`src/rtl/sipo_deser_pkg.sv`:
```
// Shared constants for the serial-to-parallel deserialiser.
package sipo_deser_pkg;

  localparam int DEFAULT_WIDTH = 8;

  // Bit counter width: enough to hold 0..width-1, never narrower than one bit.
  function automatic int cnt_width(input int width);
    return ($clog2(width) < 1) ? 1 : $clog2(width);
  endfunction

endpackage

```
`src/rtl/sipo_deser_if.sv`:
```
// Serial input / parallel output bundle for sipo_deser.
interface sipo_deser_if
  import sipo_deser_pkg::*;
#(
  parameter int WIDTH = DEFAULT_WIDTH
);
  localparam int CW = cnt_width(WIDTH);

  logic             in;
  logic             in_valid;
  logic             clr;
  logic [WIDTH-1:0] out;
  logic             out_valid;
  logic             out_ready;
  logic [CW-1:0]    bit_cnt;
  logic             overrun;

  modport master (
    output in, in_valid, clr, out_ready,
    input  out, out_valid, bit_cnt, overrun
  );

  modport slave (
    input  in, in_valid, clr, out_ready,
    output out, out_valid, bit_cnt, overrun
  );
endinterface

```
`src/rtl/sipo_bit_counter.sv`:
```
// Modulo-WIDTH bit counter; wrap flags the bit that completes a frame.
module sipo_bit_counter
  import sipo_deser_pkg::*;
#(
  parameter int WIDTH = DEFAULT_WIDTH,
  parameter int CW    = cnt_width(WIDTH)
) (
  input  logic          clk,
  input  logic          rst,
  input  logic          en,
  input  logic          clr,
  output logic [CW-1:0] cnt,
  output logic          wrap
);
  localparam logic [CW-1:0] LAST = CW'(WIDTH - 1);

  logic [CW-1:0] cnt_q;

  assign wrap = en & (cnt_q == LAST);
  assign cnt  = cnt_q;

  always_ff @(posedge clk or posedge rst) begin
    if (rst) begin
      cnt_q <= '0;
    end else if (clr) begin
      cnt_q <= '0;
    end else if (en) begin
      cnt_q <= wrap ? '0 : cnt_q + 1'b1;
    end
  end
endmodule

```
`src/rtl/sipo_deser.sv`:
```
// Serial-in parallel-out deserialiser with a one-word valid/ready output
// holding register and a sticky overrun flag.
module sipo_deser
  import sipo_deser_pkg::*;
#(
  parameter int WIDTH     = DEFAULT_WIDTH,
  parameter bit MSB_FIRST = 1'b1
) (
  input  logic        clk,
  input  logic        rst,
  sipo_deser_if.slave bus
);
  localparam int CW = cnt_width(WIDTH);

  logic [WIDTH-1:0] shift_q;
  logic [WIDTH-1:0] shift_nxt;
  logic [WIDTH-1:0] out_q;
  logic             out_valid_q;
  logic             overrun_q;
  logic             accept;
  logic             wrap;
  logic [CW-1:0]    cnt;

  // clr wins over in_valid: a bit offered alongside clr is dropped.
  assign accept = bus.in_valid & ~bus.clr;

  generate
    if (MSB_FIRST) begin : g_msb
      assign shift_nxt = {shift_q[WIDTH-2:0], bus.in};
    end else begin : g_lsb
      assign shift_nxt = {bus.in, shift_q[WIDTH-1:1]};
    end
  endgenerate

  sipo_bit_counter #(
    .WIDTH (WIDTH),
    .CW    (CW)
  ) u_cnt (
    .clk  (clk),
    .rst  (rst),
    .en   (accept),
    .clr  (bus.clr),
    .cnt  (cnt),
    .wrap (wrap)
  );

  always_ff @(posedge clk or posedge rst) begin
    if (rst) begin
      shift_q     <= '0;
      out_q       <= '0;
      out_valid_q <= 1'b0;
      overrun_q   <= 1'b0;
    end else if (bus.clr) begin
      shift_q     <= '0;
      out_valid_q <= 1'b0;
      overrun_q   <= 1'b0;
    end else begin
      if (accept) begin
        shift_q <= shift_nxt;
      end
      // A completing word may replace the held one only if the slot is free
      // or being drained on this same edge; otherwise it is lost.
      if (wrap) begin
        if (!out_valid_q || bus.out_ready) begin
          out_q       <= shift_nxt;
          out_valid_q <= 1'b1;
        end else begin
          overrun_q <= 1'b1;
        end
      end else if (out_valid_q && bus.out_ready) begin
        out_valid_q <= 1'b0;
      end
    end
  end

  assign bus.out       = out_q;
  assign bus.out_valid = out_valid_q;
  assign bus.bit_cnt   = cnt;
  assign bus.overrun   = overrun_q;
endmodule

```
`src/flat_wrapper.sv`:
```
// flat-port wrapper written by rule: the top's interface ports become plain ports
module sipo_deser_flat import sipo_deser_pkg::*;
#(
  parameter int WIDTH     = DEFAULT_WIDTH,
  parameter bit MSB_FIRST = 1'b1
)
  (clk, rst, bus_in, bus_in_valid, bus_clr, bus_out_ready, bus_out, bus_out_valid, bus_bit_cnt, bus_overrun);
  sipo_deser_if #(.WIDTH(WIDTH)) bus_i ();
  input  logic clk;
  input  logic rst;
  input wire logic [$bits(bus_i.in)-1:0] bus_in;
  input wire logic [$bits(bus_i.in_valid)-1:0] bus_in_valid;
  input wire logic [$bits(bus_i.clr)-1:0] bus_clr;
  input wire logic [$bits(bus_i.out_ready)-1:0] bus_out_ready;
  output wire logic [$bits(bus_i.out)-1:0] bus_out;
  output wire logic [$bits(bus_i.out_valid)-1:0] bus_out_valid;
  output wire logic [$bits(bus_i.bit_cnt)-1:0] bus_bit_cnt;
  output wire logic [$bits(bus_i.overrun)-1:0] bus_overrun;
  assign bus_i.in = bus_in;
  assign bus_i.in_valid = bus_in_valid;
  assign bus_i.clr = bus_clr;
  assign bus_i.out_ready = bus_out_ready;
  assign bus_out = bus_i.out;
  assign bus_out_valid = bus_i.out_valid;
  assign bus_bit_cnt = bus_i.bit_cnt;
  assign bus_overrun = bus_i.overrun;
  sipo_deser #(.WIDTH(WIDTH), .MSB_FIRST(MSB_FIRST)) u_core (.clk(clk), .rst(rst), .bus(bus_i));
endmodule
```
`config.mk`:
```
export PLATFORM = sky130hd
export DESIGN_NAME = sipo_deser_flat
export DESIGN_NICKNAME = d
export VERILOG_FILES = /design/src/rtl/sipo_deser_pkg.sv /design/src/rtl/sipo_deser_if.sv /design/src/rtl/sipo_bit_counter.sv /design/src/rtl/sipo_deser.sv /design/src/flat_wrapper.sv
export SDC_FILE = /design/constraint.sdc
export NUM_CORES = 1
export LEC_CHECK = 0
export CORE_MARGIN = 2
export CORE_UTILIZATION = 40
export DETAILED_ROUTE_END_ITERATION = 12
export PLACE_DENSITY_LB_ADDON = 0.05
export SLEW_MARGIN = 10
export SYNTH_ARGS = -nofsm -noshare
export SYNTH_HDL_FRONTEND = slang
export SYNTH_HIERARCHICAL = 1
export SYNTH_SLANG_ARGS = --single-unit
```
`constraint.sdc`:
```
create_clock -name clk -period 3.8 [get_ports clk]
set_input_delay 0.76 -clock clk [delete_from_list [all_inputs] [get_ports clk]]
set_output_delay 0.76 -clock clk [all_outputs]
set_load 0.03 [all_outputs]
```
==> results.md <==
- Once detailed placement completed, the half-perimeter wirelength came to between 1 and 1.5 mm.
- The synthesized instance count is 65.
- The worst setup path is captured at a flop.
- The area overhead of the layout relative to synthesis is 27.3%.
- Of the post-synthesis cell area, the dominant cell type holds 57.1%.
- Of all nets on the critical path, the largest fanout is 14.
- The register clock-pin slew on the reported worst setup and hold paths is around 0.10 ns.
- The total overflow left after global routing is 0.
- The count of buffers added on input and output ports is 18.
- Across the routed clock network, the largest skew measured is 0.00342 ns.
- After synthesis, the share of flip-flops with an asynchronous set or reset is 100%.
- The kind of path behind the tightest hold check is reg -> reg.
- The final total negative setup slack is 0 ns.
- Of the synthesized area, sequential elements account for 57.1%.
- The cell at the root of the clock tree is sky130_fd_sc_hd__clkbuf_4.
- By count the netlist is led by 20 x sky130_fd_sc_hd__dfrtp_1, 11 x sky130_fd_sc_hd__nor2_1, 8 x sky130_fd_sc_hd__mux2_4, 8 x sky130_fd_sc_hd__mux2i_1.
- The placed instances occupy a cell area of 1080 um2.
- The floorplan row count is 16.
- The number of max-slew violations in the final report is 0.
- Ranked by total cell area, the synthesized netlist is headed by sky130_fd_sc_hd__dfrtp_1 57%, sky130_fd_sc_hd__mux2_4 14%, sky130_fd_sc_hd__mux2i_1 9.1%.
- In the final layout, the share of cells above drive strength 1 is 17.6%.
- Measured along the y axis, the die boundary spans around 51 um.
- The DRC violation total after the first TritonRoute iteration is 9.
- Setup violations remaining at the end of the flow were counted as 0.
- Entering global routing, the biggest net connects 18 pins.
- Global routing used 13.3% of the available tracks across all layers.
- From left edge to right edge, the die measures around 51 um.
- Post-CTS timing repair inserted 0 buffers for setup.
- STA classifies the critical path startpoint as a primary input.
- The design draws 361 uW.
- The per-cell via count in the routed design is ~4.6.
- VDD sags by at most roughly 290 uV.
- The register-to-register setup slack is approximately 1.8 ns.
- Yosys printed 6 warnings.
- The number of detailed-route iterations in the first pass is 2.
- At the pin with the least slew margin, the transition time is 0.630 ns.
- The synthesized design contains 0 enable-type register cells.
- The startpoint identified for the worst register-to-register timing path is u_core/u_cnt/cnt[0].
- The antenna diode count is 0.
- A synthesized cell averages 13.5 um2.
- The leakage power summed over all cells is 0.000555 uW.
- After routing the design area is 1110 um2.
- After layout, the worst path uses 73.1% of the clock period.
- TritonCTS built the clock tree.
- In the routed design, unresolved DRC markers number 0.
- The final weighted congestion in routability-driven placement is 0.726.
- The average detailed-routed wire length per instance is 12.4 um.
- The distinct cell type count of the synthesized netlist is 16.
- In this run, post-CTS hold repair placed 0 buffers.
- The cell type with the highest aggregate area in the netlist is sky130_fd_sc_hd__dfrtp_1.
- The initial core utilization is 43.3%.
- The number of antenna violations at the first check in global routing is 0.
- For this design the ratio of total power to cell area is 324 nW/um2.
- The worst min-delay path startpoint is u_core/bus.out[1].
- The tool flagged a number of max-cap violations equal to 0.
- The buffer levels on the longest clock path is 2.
- The final-report hold violation count is 0.
- Summed over all layers, the routed wires come to between 1 and 1.5 mm.
- Post-CTS repair changed the size of 0 cells.
- The number of nets in the synthesized netlist is 73.
- The run finished with clean final reports.
- The via count of the first global-routing pass was 506.
- The core region area is 2020 um2.
- The number of vias after detailed routing is 510.
- The synthesized design contains 20 register bits.
- The clock reaches the later pin of the worst-skew pair after 0.29 ns.
- The arrival time of data at the critical path endpoint is about 3.0 ns.
- The count of nets left with antenna violations once routing finished came out at 0.
- The first-pass GRT wire length is 2.37 mm.
- The worst-case headroom to the max-slew limit is between 50 and 60%.
- Counting the buffers created by CTS gives 3.
- The number of standard cells in the final layout excluding fillers is approximately 110.
- The number of cells in the design after placement is 108.
- The most critical setup path has its startpoint at bus_clr.
- The class of the most critical setup path is in -> reg.
- The number of nets at the end of the flow is 94.
- The most frequent cell after synthesis is sky130_fd_sc_hd__dfrtp_1.
- 19 I/O pins were placed.
- CTS built an H-tree with a depth of 1.
- The shortest period the worst path allows is 2.78 ns.
- Based on the critical path, the design can be clocked at up to 0.360 GHz.
- The overall die area is 2580 um2.
- The cell area that synthesis handed to floorplanning was 876 um2.
- The most common flop cell mapped by yosys is sky130_fd_sc_hd__dfrtp_1.
- Setup repair after global routing left no endpoint under its margin.
- For the worst setup path, the data required time is about 4.0 ns.
- The number of sinks on the clock net is 20.
[routing by layer]
layer | track usage (%) | routed length (um) | vias to the layer above
li1 | - | - | 260
met1 | 19.0 | 706 | 234
met2 | 17.5 | 586 | 14
met3 | 6.55 | 78 | 2
met4 | 4.05 | 12 | 0
met5 | 0 | 0 | -
[placed cells by master, fill, tap and decap left out, types with 2 or more instances in the layout]
master | synthesis | routed
sky130_fd_sc_hd__nand2b_1 | 2 | 2
sky130_fd_sc_hd__a21oi_1 | 2 | 2
sky130_fd_sc_hd__clkbuf_4 | 0 | 3
sky130_fd_sc_hd__nor2_1 | 11 | 11
sky130_fd_sc_hd__inv_1 | 2 | 2
sky130_fd_sc_hd__mux2_4 | 8 | 8
sky130_fd_sc_hd__clkdlybuf4s50_1 | 0 | 18
sky130_fd_sc_hd__ha_1 | 2 | 2
sky130_fd_sc_hd__mux2i_1 | 8 | 8
sky130_fd_sc_hd__or3b_1 | 2 | 2
sky130_fd_sc_hd__dfrtp_1 | 20 | 20
[sequential cells by signal, summed over array words and instances, names as in the netlist]
signal / cells
u_core/bus.out: 8
u_core/bus.out_valid: 1
u_core/bus.overrun: 1
u_core/shift_q: 7
u_core/u_cnt/cnt: 3
[path summary, 6_finish.rpt]
| path | end | cells past startpoint |
|---|---|---|
| setup / recovery | u_core/bus.out[1] | 5 |
| hold / removal | u_core/bus.out[1] | 1 |
| setup reg to reg | u_core/bus.out[1] | 5 |
| hold reg to reg | u_core/bus.out[1] | 1 |
| max in group asynchronous | u_core/bus.out_valid | 2 |
| min in group asynchronous | u_core/u_cnt/cnt[1] | 2 |
[metrics by stage]
stage / hold WS (ns) / util, % / setup slack (ns)
after floorplan: 0.481 / - / 1.28
final: 0.519 / 55.1 / 1.02
after global placement: 0.488 / 53.3 / 0.737
after global routing: 0.545 / 55.1 / 0.857
after CTS: 0.521 / 55.1 / 1.01
after detailed placement: 0.489 / 53.3 / 0.686
[critical path: stages]
cell and delay [ns]:
sky130_fd_sc_hd__clkdlybuf4s50_1 0.64, sky130_fd_sc_hd__nor2b_1 0.38, sky130_fd_sc_hd__and2_1 0.22, sky130_fd_sc_hd__or3b_1 0.58, sky130_fd_sc_hd__mux2_4 0.38
[logic make-up after synthesis]
kind of cell	synth area share [%]
compound gates	2.14
fa+ha+maj	2.86
buf+inv	3.00
flops	57.1
mux	22.9
simple gates	12.0
[area by class of cell]
type	instances	area (um2)
Tap cell	27	33.8
Inverter	2	7.51
Multi-Input combinational cell	40	349
Clock buffer	4	36.3
Timing Repair Buffer	19	188
Sequential cell	20	500
Fill cell	180	907
[power by group]
part	switching [uW]	total, uW	leakage [uW]	internal, uW
sequential	2.13	217	0.000278	215
clock	59.5	118	0.0000210	58.4
combinational	14.1	25.8	0.000256	11.7
total	75.8	361	0.000555	285
No activity file was read; power rests on OpenSTA's default activity.
